--- src/rtl/mcu_result_collector_if.sv ---
// Handshake bundle between the convolver lanes, the result collector and the host.
// The slave side belongs to the collector; the master side is the lanes/host.
interface mcu_result_collector_if #(
  parameter int N_CONV      = 2,
  parameter int BITS_IMAGEN = 8
);
  logic [N_CONV*BITS_IMAGEN-1:0] i_DataConv;
  logic                          i_convValid;
  logic                          o_convReady;
  logic [3*BITS_IMAGEN-1:0]      o_Data;
  logic                          o_dataValid;
  logic                          i_dataAck;
  logic                          i_flush;
  logic                          o_overflow;

  modport slave (
    input  i_DataConv, i_convValid, i_dataAck, i_flush,
    output o_convReady, o_Data, o_dataValid, o_overflow
  );

  modport master (
    output i_DataConv, i_convValid, i_dataAck, i_flush,
    input  o_convReady, o_Data, o_dataValid, o_overflow
  );
endinterface

--- src/rtl/mcu_result_collector.sv ---
// Gathers N_CONV convolver pixels per beat into a pixel FIFO and repacks them
// into 3-pixel host words (first pixel in the LSB byte), with flush and overflow.
module mcu_result_collector #(
  parameter int N_CONV      = 2,
  parameter int BITS_IMAGEN = 8,
  parameter int DEPTH       = 8
) (
  input logic i_CLK,
  input logic i_reset,
  mcu_result_collector_if.slave bus
);
  localparam int CW = $clog2(DEPTH + 1);
  localparam int PW = (DEPTH > 1) ? $clog2(DEPTH) : 1;
  localparam int WW = 3 * BITS_IMAGEN;

  // Pointer increment that also works for non-power-of-two depths.
  function automatic logic [PW-1:0] ptrAdd(input logic [PW-1:0] p, input int k);
    int s;
    s = int'(p) + k;
    if (s >= DEPTH) s = s - DEPTH;
    return s[PW-1:0];
  endfunction

  logic [BITS_IMAGEN-1:0] mem [DEPTH];
  logic [BITS_IMAGEN-1:0] inPix [N_CONV];

  logic [CW-1:0] countReg, countNext;
  logic [PW-1:0] wrPtrReg, wrPtrNext;
  logic [PW-1:0] rdPtrReg, rdPtrNext;
  logic [WW-1:0] dataReg, dataNext;
  logic          validReg, validNext;
  logic          overflowReg, overflowNext;

  logic                   convReady;
  logic                   pushEn;
  logic                   slotFree;
  logic [CW-1:0]          popped;
  logic [BITS_IMAGEN-1:0] rd0, rd1, rd2;

  generate
    for (genvar gi = 0; gi < N_CONV; gi++) begin : gLane
      assign inPix[gi] = bus.i_DataConv[gi*BITS_IMAGEN +: BITS_IMAGEN];
    end
  endgenerate

  // Ready depends only on registered count, so there is no path from the ack.
  assign convReady       = (countReg <= CW'(DEPTH - N_CONV));
  assign bus.o_convReady = convReady;
  assign bus.o_Data      = dataReg;
  assign bus.o_dataValid = validReg;
  assign bus.o_overflow  = overflowReg;

  always_comb begin
    pushEn       = bus.i_convValid && convReady;
    slotFree     = !validReg || bus.i_dataAck;
    rd0          = mem[rdPtrReg];
    rd1          = mem[ptrAdd(rdPtrReg, 1)];
    rd2          = mem[ptrAdd(rdPtrReg, 2)];
    popped       = '0;
    dataNext     = dataReg;
    validNext    = validReg;
    overflowNext = overflowReg | (bus.i_convValid && !convReady);

    if (slotFree && countReg >= CW'(3)) begin
      popped    = CW'(3);
      dataNext  = {rd2, rd1, rd0};
      validNext = 1'b1;
    end else if (slotFree && bus.i_flush && countReg != '0) begin
      // Only 1 or 2 pixels can remain here; unused upper bytes are zero.
      popped    = countReg;
      dataNext  = (countReg == CW'(1)) ? {{(2*BITS_IMAGEN){1'b0}}, rd0}
                                       : {{BITS_IMAGEN{1'b0}}, rd1, rd0};
      validNext = 1'b1;
    end else if (bus.i_dataAck) begin
      validNext = 1'b0;
    end

    countNext = countReg + (pushEn ? CW'(N_CONV) : CW'(0)) - popped;
    wrPtrNext = pushEn ? ptrAdd(wrPtrReg, N_CONV) : wrPtrReg;
    rdPtrNext = ptrAdd(rdPtrReg, int'(popped));
  end

  always_ff @(posedge i_CLK) begin
    if (!i_reset && pushEn) begin
      for (int k = 0; k < N_CONV; k++) begin
        mem[ptrAdd(wrPtrReg, k)] <= inPix[k];
      end
    end
  end

  always_ff @(posedge i_CLK) begin
    if (i_reset) begin
      countReg    <= '0;
      wrPtrReg    <= '0;
      rdPtrReg    <= '0;
      dataReg     <= '0;
      validReg    <= 1'b0;
      overflowReg <= 1'b0;
    end else begin
      countReg    <= countNext;
      wrPtrReg    <= wrPtrNext;
      rdPtrReg    <= rdPtrNext;
      dataReg     <= dataNext;
      validReg    <= validNext;
      overflowReg <= overflowNext;
    end
  end
endmodule
--- src/flat_wrapper.sv ---
// flat-port wrapper written by rule: the top's interface ports become plain ports
module mcu_result_collector_flat 
#(
  parameter int N_CONV      = 2,
  parameter int BITS_IMAGEN = 8,
  parameter int DEPTH       = 8
)
  (i_CLK, i_reset, bus_i_DataConv, bus_i_convValid, bus_i_dataAck, bus_i_flush, bus_o_convReady, bus_o_Data, bus_o_dataValid, bus_o_overflow);
  mcu_result_collector_if #(.N_CONV(N_CONV), .BITS_IMAGEN(BITS_IMAGEN)) bus_i ();
  input logic i_CLK;
  input logic i_reset;
  input wire logic [$bits(bus_i.i_DataConv)-1:0] bus_i_DataConv;
  input wire logic [$bits(bus_i.i_convValid)-1:0] bus_i_convValid;
  input wire logic [$bits(bus_i.i_dataAck)-1:0] bus_i_dataAck;
  input wire logic [$bits(bus_i.i_flush)-1:0] bus_i_flush;
  output wire logic [$bits(bus_i.o_convReady)-1:0] bus_o_convReady;
  output wire logic [$bits(bus_i.o_Data)-1:0] bus_o_Data;
  output wire logic [$bits(bus_i.o_dataValid)-1:0] bus_o_dataValid;
  output wire logic [$bits(bus_i.o_overflow)-1:0] bus_o_overflow;
  assign bus_i.i_DataConv = bus_i_DataConv;
  assign bus_i.i_convValid = bus_i_convValid;
  assign bus_i.i_dataAck = bus_i_dataAck;
  assign bus_i.i_flush = bus_i_flush;
  assign bus_o_convReady = bus_i.o_convReady;
  assign bus_o_Data = bus_i.o_Data;
  assign bus_o_dataValid = bus_i.o_dataValid;
  assign bus_o_overflow = bus_i.o_overflow;
  mcu_result_collector #(.N_CONV(N_CONV), .BITS_IMAGEN(BITS_IMAGEN), .DEPTH(DEPTH)) u_core (.i_CLK(i_CLK), .i_reset(i_reset), .bus(bus_i));
endmodule
--- config.mk ---
export PLATFORM = sky130hd
export DESIGN_NAME = mcu_result_collector_flat
export DESIGN_NICKNAME = d
export VERILOG_FILES = /design/src/rtl/mcu_result_collector_if.sv /design/src/rtl/mcu_result_collector.sv /design/src/flat_wrapper.sv
export SDC_FILE = /design/constraint.sdc
export NUM_CORES = 1
export LEC_CHECK = 0
export BUFFER_PORTS_ARGS = -buffer_cell sky130_fd_sc_hd__buf_4
export CAP_MARGIN = 15
export CORE_MARGIN = 2
export CORE_UTILIZATION = 25
export CTS_BUF_LIST = sky130_fd_sc_hd__clkbuf_8
export CTS_CLUSTER_DIAMETER = 150
export DETAILED_ROUTE_END_ITERATION = 10
export GPL_TIMING_DRIVEN = 0
export PLACE_DENSITY = 0.38
export SLEW_MARGIN = 30
export SYNTH_ARGS = -nofsm -noshare
export SYNTH_HDL_FRONTEND = slang
export SYNTH_SLANG_ARGS = --single-unit
export TNS_END_PERCENT = 30
--- constraint.sdc ---
create_clock -name i_CLK -period 2.9 [get_ports i_CLK]
set_input_delay 0.29 -clock i_CLK [delete_from_list [all_inputs] [get_ports i_CLK]]
set_output_delay 0.29 -clock i_CLK [all_outputs]
set_load 0.01 [all_outputs]
==> results of run 1 <==
==> cell type report <==
cell class                 instances  area share, %
clock buffer                       9           2.20
tap                              234           5.20
clock inverter                     7          0.867
buffer                            18           2.22
timing repair buffer              47           6.27
inverter                           9          0.600
sequential                        99           46.6
multi-input combinational        184           36.0
==> through the flow <==
step	util, %	area (um2)
finish	30.0	5630
CTS	29.9	5620
floorplan	-	4800
detailed placement	29.0	5450
global placement	29.0	5440
global route	30.0	5630
==> worst max-delay path, delay by kind of cell, from the launching register on <==
kind / cells / cell delay, ps
simple gates: 2 / 270
compound gates: 1 / 350
xor+xnor: 2 / 310
flops: 1 / 370
buf+inv: 1 / 40
fa+ha+maj: 3 / 1160
==> flip-flops by register name (all words and copies together), names as in the netlist <==
register and count:
u_core.rdPtrReg 3, u_core.mem 64, u_core.countReg 4, u_core.wrPtrReg 2, u_core.bus.o_dataValid 1, u_core.bus.o_Data 24
u_core.bus.o_overflow 1
==> worst min-delay path by stage <==
stage                                     start                    end  slack [ps]  depth (start not counted)
final                         bus_i_DataConv[0]       u_core.mem[6][0]          90                          1
after global routing          bus_i_DataConv[0]       u_core.mem[6][0]          70                          1
after CTS                    bus_i_DataConv[10]       u_core.mem[5][2]          70                          1
after detailed placement  u_core.bus.o_Data[21]  u_core.bus.o_Data[21]         450                          1
after global placement    u_core.bus.o_Data[20]  u_core.bus.o_Data[20]         450                          1
after floorplan               bus_i_DataConv[0]       u_core.mem[0][0]         390                          0
==> metal layers <==
metal | track usage, % | up-vias | routed length, um
met1 | 17.3 | 1474 | 5900
li1 | - | 1333 | -
met3 | 2.79 | 11 | 379
met4 | 4.22 | 0 | 138
met2 | 21.8 | 66 | 6210
met5 | 0 | - | 0
==> where the power goes <==
part / switching, mW / internal (mW) / total [mW]
clock network: 0.518 / 0.317 / 0.836
logic: 1.34 / 1.27 / 2.61
registers: 0.179 / 1.77 / 1.95
total: 2.04 / 3.35 / 5.39
==> cells by family after synthesis <==
family | count (synthesis) | share of synthesized area [%]
AND/OR/NAND/NOR | 63 | 6.21
XOR/XNOR | 6 | 1.49
other | 1 | 0.0782
multiplexers | 62 | 24.2
flip-flops | 99 | 54.7
adder cells (fa/ha/maj) | 13 | 3.81
AO/OA/AOI/OAI | 39 | 6.29
buffers and inverters | 27 | 3.31
==> cells in the final DEF (no fill, tap or decap), drive strengths merged, types with 8 or more instances in the layout <==
cell	Yosys	routed
a211oi	8	8
buf	16	63
clkbuf	2	11
dfxtp	35	35
edfxtp	64	64
ha	9	9
inv	9	12
mux2i	19	19
mux4	43	43
nand2	23	23
nor2	19	19
o2bb2ai	11	11
==> impl_metrics.csv, run 1 <==
group,metric,value,unit
status,run_status,"finished, final reports clean",
logic_synthesis,synth_cells,310,
cells_and_area,multi_input_area,0.00203,mm2
drt,avgRoutedWirePerCell,20.8,um
pwr,power_leakage,1.94,nW
critical_path,crit_path_start,"u_core.countReg[1]",
cells_and_area,finalNonFillerCells,607,
hold_path,worstHoldPathType,"in -> reg",
cts,post_cts_buffers,0,
logic_synthesis,dominant_cell_type_by_area_after_synthesis,"sky130_fd_sc_hd__edfxtp_1",
timing,finalHoldViolCount,0,
critical_path,worst-r2r-setup-slack,280,ps
timing,fin_hold_ws,94.8,ps
drt,drt_pass1_iterations,4,
critical_path,worst_r2r_endpoint,"u_core.countReg[3]",
logic_synthesis,postSynthNetCount,343,
logic_synthesis,synth-seq-cells,99,
cts,postCtsResizedCells,0,
global_route,pin_count_of_the_biggest_net_entering_global_routing,18,
floorplan,rows,50,
critical_path,critical_path.cell_chain,"a31oi_1 -> nand2_1 -> fa_1 -> inv_1 -> ha_1 -> fa_1 -> xnor2_1 -> xnor2_1 -> nor2_1",
timing,timing.final.crit_period,2620,ps
drt,antenna_left,0,
critical_path,crit_path_max_incr_delay,570,ps
global_route,grt_antenna_before_repair,0,
floorplan,num_io_pins,48,
floorplan,die_width,143,um
drt,drt-vias-per-instance,4.75,
critical_path,r2r_cells,9,
floorplan,core_area,0.0188,mm2
logic_synthesis,synth_seq_area_share,54.7,%
timing,fmaxAchievable,382,MHz
placed_design,placed_cells_incl_taps,591,
cts,clock_path_buffers,2,
cells_and_area,layout_filler_cell_count,1903,
cts,path_clk_slew,100,ps
pwr,powerDensity,958,mW/mm2
timing,finalClockSkew,14.5,ps
timing,slew_headroom,39.2,%
logic_synthesis,asyncSetResetFlopFracSynth,0,%
pwr,vdd.ir_drop.worst,383,uV
placed_design,place.port_buffers,47,
critical_path,endpoint,"u_core.countReg[3]",
logic_synthesis,synth_top_cell_area_share,40.1,%
logic_synthesis,yosys-top-cells-area,"sky130_fd_sc_hd__edfxtp_1, sky130_fd_sc_hd__mux4_2, sky130_fd_sc_hd__dfxtp_1",
global_route,grt_pass1_vias,3076,
pwr,p_total,5.39,mW
cts,cts_tree,"done",
placed_design,detailedPlacementHpwl,8.81,mm
global_route,grt-ovfl-total,0,
critical_path,timing.setup.critical_path_class,"reg -> reg",
cells_and_area,ff_latch_area,0.00262,mm2
placed_design,detailedPlace.worstSlack,233,ps
cells_and_area,post_route_cells_drive_above_1_share,34.0,%
logic_synthesis,yosysUniqueCellTypes,30,
floorplan,floorplan.initialDensity,25.6,%
cells_and_area,antennaDiodeCount,0,
critical_path,reg2reg_from,"u_core.countReg[1]",
critical_path,critical_path_arrival,2890,ps
logic_synthesis,number_of_warning_messages_in_the_yosys_log,0,
logic_synthesis,number_of_synthesized_flops_with_an_enable_pin,64,
floorplan,fp.dieArea,0.0203,mm2
logic_synthesis,syn-cell-area,0.00480,mm2
drt,postRouteWirelength,12.6,mm
critical_path,critical_path_required,3170,ps
timing,worst_pin_slew,911,ps
logic_synthesis,dominantRegCellSynth,"sky130_fd_sc_hd__edfxtp_1",
critical_path,path_max_fanout,6,
cells_and_area,design.final.nets,401,
critical_path,cpMaxStageDelayCell,"sky130_fd_sc_hd__fa_1",
placed_design,place_congestion,0.783,
global_route,grt_pass1_wl,19.1,mm
critical_path,crit_path_end_kind,"flip-flop",
critical_path,timing.critical_path.from_type,"flip-flop",
cts,cts-htree-levels,3,
floorplan,die_height,143,um
drt,dr_total_vias,2884,
cts,tritoncts_num_sinks,99,
timing,setup_ws,281,ps
drt,drc,0,
global_route,grt_util_all_layers,13.2,%
drt,first_iter_violations,237,
timing,fin_crit_sh,90.3,%
timing,final_max_tran_viols,0,
cells_and_area,synthToLayoutAreaGrowth,17.3,%
logic_synthesis,yosysMostFrequentCell,"sky130_fd_sc_hd__edfxtp_1",
cts,clk_latency,390,ps
logic_synthesis,syn_area_per_cell,15.5,um2
cts,cts_hold_repair.buffers,0,
cts,clock_tree.root_cell,"sky130_fd_sc_hd__clkbuf_8",
timing,setup_viol_count_final,0,
timing,tns,0,ps
logic_synthesis,synth.cells.most_frequent,"sky130_fd_sc_hd__edfxtp_1, sky130_fd_sc_hd__mux4_2, sky130_fd_sc_hd__dfxtp_1, sky130_fd_sc_hd__nand2_1, sky130_fd_sc_hd__mux2i_1",
run,maxCapViolCount,0,
cts,clock_buffers_created_by_tritoncts,9,
timing,unrepaired_setup_endpoints_after_global_routing,"no",
Power figures use the tool's default switching activity.
==> inputs of run 2 (changes only) <==
--- a/config.mk
+++ b/config.mk
@@ -5,7 +5,8 @@
 export SDC_FILE = /design/constraint.sdc
 export NUM_CORES = 1
 export LEC_CHECK = 0
-export BUFFER_PORTS_ARGS = -buffer_cell sky130_fd_sc_hd__buf_4
+export ABC_CLOCK_PERIOD_IN_PS = 2670
+export BUFFER_PORTS_ARGS = -buffer_cell sky130_fd_sc_hd__buf_2
 export CAP_MARGIN = 15
 export CORE_MARGIN = 2
 export CORE_UTILIZATION = 25
==> constraint.sdc (replaced) <==
create_clock -name i_CLK -period 2.67 [get_ports i_CLK]
set_input_delay 0.267 -clock i_CLK [delete_from_list [all_inputs] [get_ports i_CLK]]
set_output_delay 0.267 -clock i_CLK [all_outputs]
set_load 0.01 [all_outputs]
==> run 2 against run 1 <==
  * Worst setup slack got worse by 110 ps
  * Routed wire length increased by 1.1%
  * Sequential share of layout area increased by 0.26 points
  * Total power increased by 11%
  * Flip-flop and latch count unchanged
  * Die area unchanged
  * Highest routed layer unchanged
  * Register-to-register slack got worse by 110 ps
  * Utilization decreased by 0.17 points
  * Critical path depth unchanged
  * Combinational power increased by 5%
  * Hold slack got worse by 9.8 ps
  * Critical path type unchanged
  * Global-route usage increased by 0.31 points
==> impl_metrics.csv, run 2 (synthesis results as in run 1) <==
group,metric,value,unit
critical_path,cpMaxStageDelayCell,"sky130_fd_sc_hd__fa_1",
drt,drt_pass1_iterations,4,
cts,clock_buffers_created_by_tritoncts,9,
global_route,grt_pass1_vias,3092,
cells_and_area,largest_reg_flops,64,
cells_and_area,design.final.nets,402,
global_route,grt_pass1_wl,19.6,mm
global_route,grt_util_all_layers,13.5,%
floorplan,rows,50,
drt,drt-vias-per-instance,4.77,
floorplan,fp.dieArea,0.0203,mm2
timing,finalClockSkew,18.0,ps
critical_path,critical_path_arrival,2770,ps
cts,path_clk_slew,100,ps
timing,slew_headroom,60.5,%
drt,first_iter_violations,318,
placed_design,detailedPlacementHpwl,8.82,mm
timing,worst_pin_slew,590,ps
timing,final_max_tran_viols,0,
cells_and_area,post_route_cells_drive_above_1_share,34.8,%
critical_path,crit_path_max_incr_delay,560,ps
timing,tns,0,ps
cells_and_area,layout_common_cells,"sky130_fd_sc_hd__edfxtp_1, sky130_fd_sc_hd__buf_2, sky130_fd_sc_hd__mux4_2, sky130_fd_sc_hd__dfxtp_1, sky130_fd_sc_hd__nand2_1",
critical_path,critical_path_required,2940,ps
cells_and_area,finalNonFillerCells,608,
critical_path,timing.critical_path.from_type,"flip-flop",
hold_path,worstHoldPathType,"in -> reg",
timing,fin_crit_sh,93.7,%
cells_and_area,antennaDiodeCount,0,
cells_and_area,regMostFlops,"u_core.mem",
placed_design,place.port_buffers,47,
cts,clock_tree.root_cell,"sky130_fd_sc_hd__clkbuf_8",
critical_path,path_max_fanout,6,
timing,fmaxAchievable,400,MHz
timing,setup_viol_count_final,0,
drt,postRouteWirelength,12.8,mm
pwr,powerDensity,1070,mW/mm2
timing,unrepaired_setup_endpoints_after_global_routing,"no",
drt,avgRoutedWirePerCell,21.0,um
global_route,grt_antenna_before_repair,0,
cts,tritoncts_num_sinks,99,
run,maxCapViolCount,0,
cts,clk_latency,400,ps
status,run_status,"finished, final reports clean",
critical_path,critical_path.cell_chain,"a31oi_2 -> nand2_1 -> fa_1 -> inv_1 -> ha_1 -> fa_1 -> xnor2_1 -> xnor2_1 -> nor2_1",
drt,drc,0,
floorplan,num_io_pins,48,
critical_path,timing.setup.critical_path_class,"reg -> reg",
global_route,pin_count_of_the_biggest_net_entering_global_routing,17,
floorplan,die_width,143,um
cells_and_area,mostFrequentLayoutCell,"sky130_fd_sc_hd__edfxtp_1",
drt,antenna_left,0,
timing,timing.final.crit_period,2500,ps
global_route,grt-ovfl-total,0,
cts,cts-htree-levels,3,
cells_and_area,synthToLayoutAreaGrowth,16.6,%
pwr,vdd.ir_drop.worst,357,uV
critical_path,crit_path_end_kind,"flip-flop",
drt,dr_total_vias,2900,
cts,post_cts_buffers,0,
cts,cts_tree,"done",
placed_design,placed_cells_incl_taps,591,
placed_design,place_congestion,0.755,
floorplan,core_area,0.0188,mm2
timing,finalHoldViolCount,0,
cts,clock_path_buffers,2,
floorplan,floorplan.initialDensity,25.6,%
pwr,power_leakage,1.95,nW
floorplan,die_height,143,um
## run 2: cell count changes in the layout (fill, tap and decap cells not counted), sizes merged
| cell | delta |
|---|---|
| clkinv | -1 |
| bufinv | +3 |
| buf | +1 |
| inv | -2 |
## run 2: critical path: cells and delay by family, from the launching register on
family                     cells  cell delay, ps
adders and majority gates      3            1140
buffers and inverters          1              40
DFF                            1             380
xor gates and xnor gates       2             300
and+or+nand+nor                2             250
AOI/OAI and AO/OA              1             280
## run 2: through the flow
stage / hold WS, ps / power, mW / cell area, um2 / utilization [%] / setup slack (ps)
6_report: 85.0 / 6.01 / 5600 / 29.8 / 168
5_1_grt: 71.3 / 6.44 / 5600 / 29.8 / 2.66
4_1_cts: 72.5 / 6.10 / 5570 / 29.7 / 3.40
3_5_place_dp: 447 / 4.92 / 5330 / 28.4 / 15.2
3_3_place_gp: 447 / 4.91 / 5330 / 28.4 / -2.87
2_1_floorplan: 366 / 4.07 / 4800 / - / 127
## run 2: final cells by class
type,instances,area [um2]
Tap cell,234,293
Timing Repair Buffer,48,250
Multi-Input combinational cell,184,2030
Inverter,9,33.8
Clock buffer,9,124
Fill cell,1888,13200
Buffer,18,125
Sequential cell,99,2620
Clock inverter,7,114
## run 2: power by group
part           switching [mW]  total [mW]  internal (mW)  leakage (nW)
sequential              0.186        2.10           1.92         0.869
clock                   0.548        1.17          0.621         0.123
combinational            1.45        2.74           1.28         0.958
## run 2: path summary, 6_finish.rpt
path	start	endpoint	slack, ps	depth (start not counted)
setup reg to reg	u_core.countReg[1]	u_core.countReg[3]	170	9
hold / removal	bus_i_DataConv[2]	u_core.mem[6][2]	90	1
hold reg to reg	u_core.bus.o_overflow	u_core.bus.o_overflow	470	2
setup / recovery	u_core.countReg[1]	u_core.countReg[3]	170	9
## run 2: what timing repair did
item                                    4_1_cts  5_1_grt
endpoints found under the setup margin        0        1
resized for setup                             0        1
hold buffers                                  0        0
## run 2: layer usage
layer / global-route usage, % / routed length (um) / share of wire (%)
met5: 0 / 0 / 0
met4: 4.43 / 197 / 1.5
met3: 3.20 / 727 / 5.7
met2: 21.5 / 6160 / 48
met1: 18.0 / 5690 / 45
==> inputs of run 3 (changes only) <==
--- a/config.mk
+++ b/config.mk
@@ -5,10 +5,10 @@
 export SDC_FILE = /design/constraint.sdc
 export NUM_CORES = 1
 export LEC_CHECK = 0
-export ABC_CLOCK_PERIOD_IN_PS = 2670
+export ABC_CLOCK_PERIOD_IN_PS = 2900
 export BUFFER_PORTS_ARGS = -buffer_cell sky130_fd_sc_hd__buf_2
 export CAP_MARGIN = 15
-export CORE_MARGIN = 2
+export CORE_MARGIN = 3
 export CORE_UTILIZATION = 25
 export CTS_BUF_LIST = sky130_fd_sc_hd__clkbuf_8
 export CTS_CLUSTER_DIAMETER = 150
==> constraint.sdc (replaced) <==
create_clock -name i_CLK -period 2.9 [get_ports i_CLK]
set_input_delay 0.29 -clock i_CLK [delete_from_list [all_inputs] [get_ports i_CLK]]
set_output_delay 0.29 -clock i_CLK [all_outputs]
set_load 0.01 [all_outputs]
==> run 3 against run 2 <==
  * Clock skew down 2.8 ps
  * Non-clock buffer count down 1
  * Sequential power down 8%
  * Die area up 2.8%
  * Sequential share of layout area up 0.58 points
  * Global-route usage down 0.73 points
  * Clock-buffer cell count up 1
  * Utilization down 0.37 points
  * Final cell count down 0.16%
  * Routed wire length down 0.96%
  * Flip-flop and latch count unchanged
  * Critical endpoint unchanged
  * Highest routed layer unchanged
==> impl_metrics.csv, run 3 (synthesis results as in run 1) <==
group,metric,value,unit
status,run_status,"finished, final reports clean",
critical_path,path_max_fanout,6,
timing,finalHoldViolCount,0,
cts,path_clk_slew,100,ps
cells_and_area,multi_input_area,0.00202,mm2
cts,tritoncts_num_sinks,99,
cts,clk_latency,380,ps
cells_and_area,postLayoutCellArea,0.00553,mm2
drt,drt_pass1_iterations,4,
cells_and_area,mostFrequentLayoutCell,"sky130_fd_sc_hd__edfxtp_1",
cells_and_area,layout_common_cells,"sky130_fd_sc_hd__edfxtp_1, sky130_fd_sc_hd__buf_2, sky130_fd_sc_hd__mux4_2, sky130_fd_sc_hd__dfxtp_1, sky130_fd_sc_hd__nand2_1",
global_route,grt_util_all_layers,12.7,%
critical_path,critical_path_arrival,2850,ps
timing,slew_headroom,40.9,%
critical_path,cpMaxStageDelayCell,"sky130_fd_sc_hd__fa_1",
critical_path,critical_path.n_buffers_inverters,1,
timing,fmaxAchievable,385,MHz
drt,avgRoutedWirePerCell,20.8,um
pwr,vdd.ir_drop.worst,334,uV
global_route,grt_antenna_before_repair,0,
floorplan,die_width,145,um
cells_and_area,finalNonFillerCells,607,
timing,final_max_tran_viols,0,
placed_design,detailedPlace.worstSlack,264,ps
timing,setup_ws,301,ps
timing,finalClockSkew,15.2,ps
floorplan,fp.dieArea,0.0209,mm2
cts,clock_buffers_created_by_tritoncts,9,
placed_design,detailedPlacementHpwl,8.82,mm
pwr,powerDensity,966,mW/mm2
critical_path,endpoint,"u_core.countReg[3]",
drt,drc,0,
drt,drt-vias-per-instance,4.71,
placed_design,place_congestion,0.766,
cells_and_area,regMostFlops,"u_core.mem",
global_route,grt_pass1_vias,3069,
critical_path,crit_path_start,"u_core.countReg[1]",
timing,unrepaired_setup_endpoints_after_global_routing,"no",
critical_path,timing.setup.critical_path_class,"reg -> reg",
critical_path,crit_path_end_kind,"flip-flop",
critical_path,family_with_the_most_delay_on_the_worst_path,"adder cells",
critical_path,worst-r2r-setup-slack,300,ps
critical_path,critical_path.cell_chain,"a31oi_1 -> nand2_1 -> fa_1 -> inv_1 -> ha_1 -> fa_1 -> xnor2_1 -> xnor2_1 -> nor2_1",
cts,clock_path_buffers,2,
global_route,grt-ovfl-total,0,
timing,fin_crit_sh,89.6,%
cts,postCtsResizedCells,0,
cts,clock_tree.root_cell,"sky130_fd_sc_hd__clkbuf_8",
floorplan,die_height,145,um
critical_path,critical_path_required,3150,ps
timing,timing.final.crit_period,2600,ps
critical_path,crit_path_max_incr_delay,570,ps
pwr,p_total,5.34,mW
cts,cts_tree,"done",
drt,postRouteWirelength,12.6,mm
run,maxCapViolCount,0,
cts,cts_hold_repair.buffers,0,
hold_path,worstHoldPathType,"in -> reg",
timing,tns,0,ps
cells_and_area,ff_latch_area,0.00262,mm2
cells_and_area,design.final.nets,401,
floorplan,rows,50,
drt,first_iter_violations,200,
cts,cts-htree-levels,3,
global_route,pin_count_of_the_biggest_net_entering_global_routing,17,
cts,post_cts_buffers,0,
cells_and_area,antennaDiodeCount,0,
critical_path,r2r_cells,9,
timing,setup_viol_count_final,0,
floorplan,core_area,0.0188,mm2
timing,worst_pin_slew,881,ps
cells_and_area,post_route_cells_drive_above_1_share,33.8,%
critical_path,timing.critical_path.from_type,"flip-flop",
drt,dr_total_vias,2860,
cells_and_area,largest_reg_flops,64,
placed_design,placed_area,0.00533,mm2
floorplan,floorplan.initialDensity,25.6,%
pwr,power_leakage,1.92,nW
floorplan,num_io_pins,48,
cells_and_area,layout_filler_cell_count,1917,
placed_design,placed_cells_incl_taps,591,
critical_path,timing.critical_path.depth,9,
critical_path,reg2reg_from,"u_core.countReg[1]",
critical_path,worst_r2r_endpoint,"u_core.countReg[3]",
global_route,grt_pass1_wl,19.1,mm
drt,antenna_left,0,
placed_design,place.port_buffers,47,
cells_and_area,synthToLayoutAreaGrowth,15.2,%
run 3: worst min path at each step:
stage                                      from                    end  slack [ps]  cells after the start
after floorplan               bus_i_DataConv[0]       u_core.mem[0][0]         390                      0
after global placement    u_core.bus.o_Data[20]  u_core.bus.o_Data[20]         450                      1
after detailed placement   u_core.bus.o_Data[9]   u_core.bus.o_Data[9]         450                      1
after CTS                    bus_i_DataConv[13]       u_core.mem[5][5]         100                      1
after global routing         bus_i_DataConv[13]       u_core.mem[3][5]         110                      1
final                        bus_i_DataConv[13]       u_core.mem[3][5]         130                      1
run 3: layout make-up:
class	instances	area share, %
repair buffers	47	4.26
inverters	9	0.611
clock buffers	10	2.49
clock inverters	6	1.06
flip-flops and latches	99	47.5
well taps	234	5.30
multi-input cells	184	36.6
plain buffers	18	2.26
run 3: power by group:
part / total [mW] / internal (mW) / switching (mW)
Combinational: 2.51 / 1.17 / 1.33
Sequential: 1.94 / 1.77 / 0.171
Clock: 0.891 / 0.417 / 0.475
run 3: routing by layer:
layer	wire length, um	vias to the layer above	global-route usage (%)
met5	0	-	0
met4	146	0	3.39
met3	518	12	2.94
met2	6050	56	20.8
met1	5930	1458	17.2
li1	-	1334	-
run 3: metrics by stage:
step                      hold slack (ps)  utilization (%)
final                                 127             29.4
after global routing                  109             29.4
after CTS                             102             29.4
after detailed placement              446             28.4
after global placement                446             28.4
after floorplan                       389                -
run 3: worst reg2reg max path: cells and delay by family (launching register included):
family          cells  cell delay [ps]
compound gates      1              350
simple gates        2              270
fa+ha+maj           3             1160
buf+inv             1               40
flops               1              360
xor+xnor            2              320
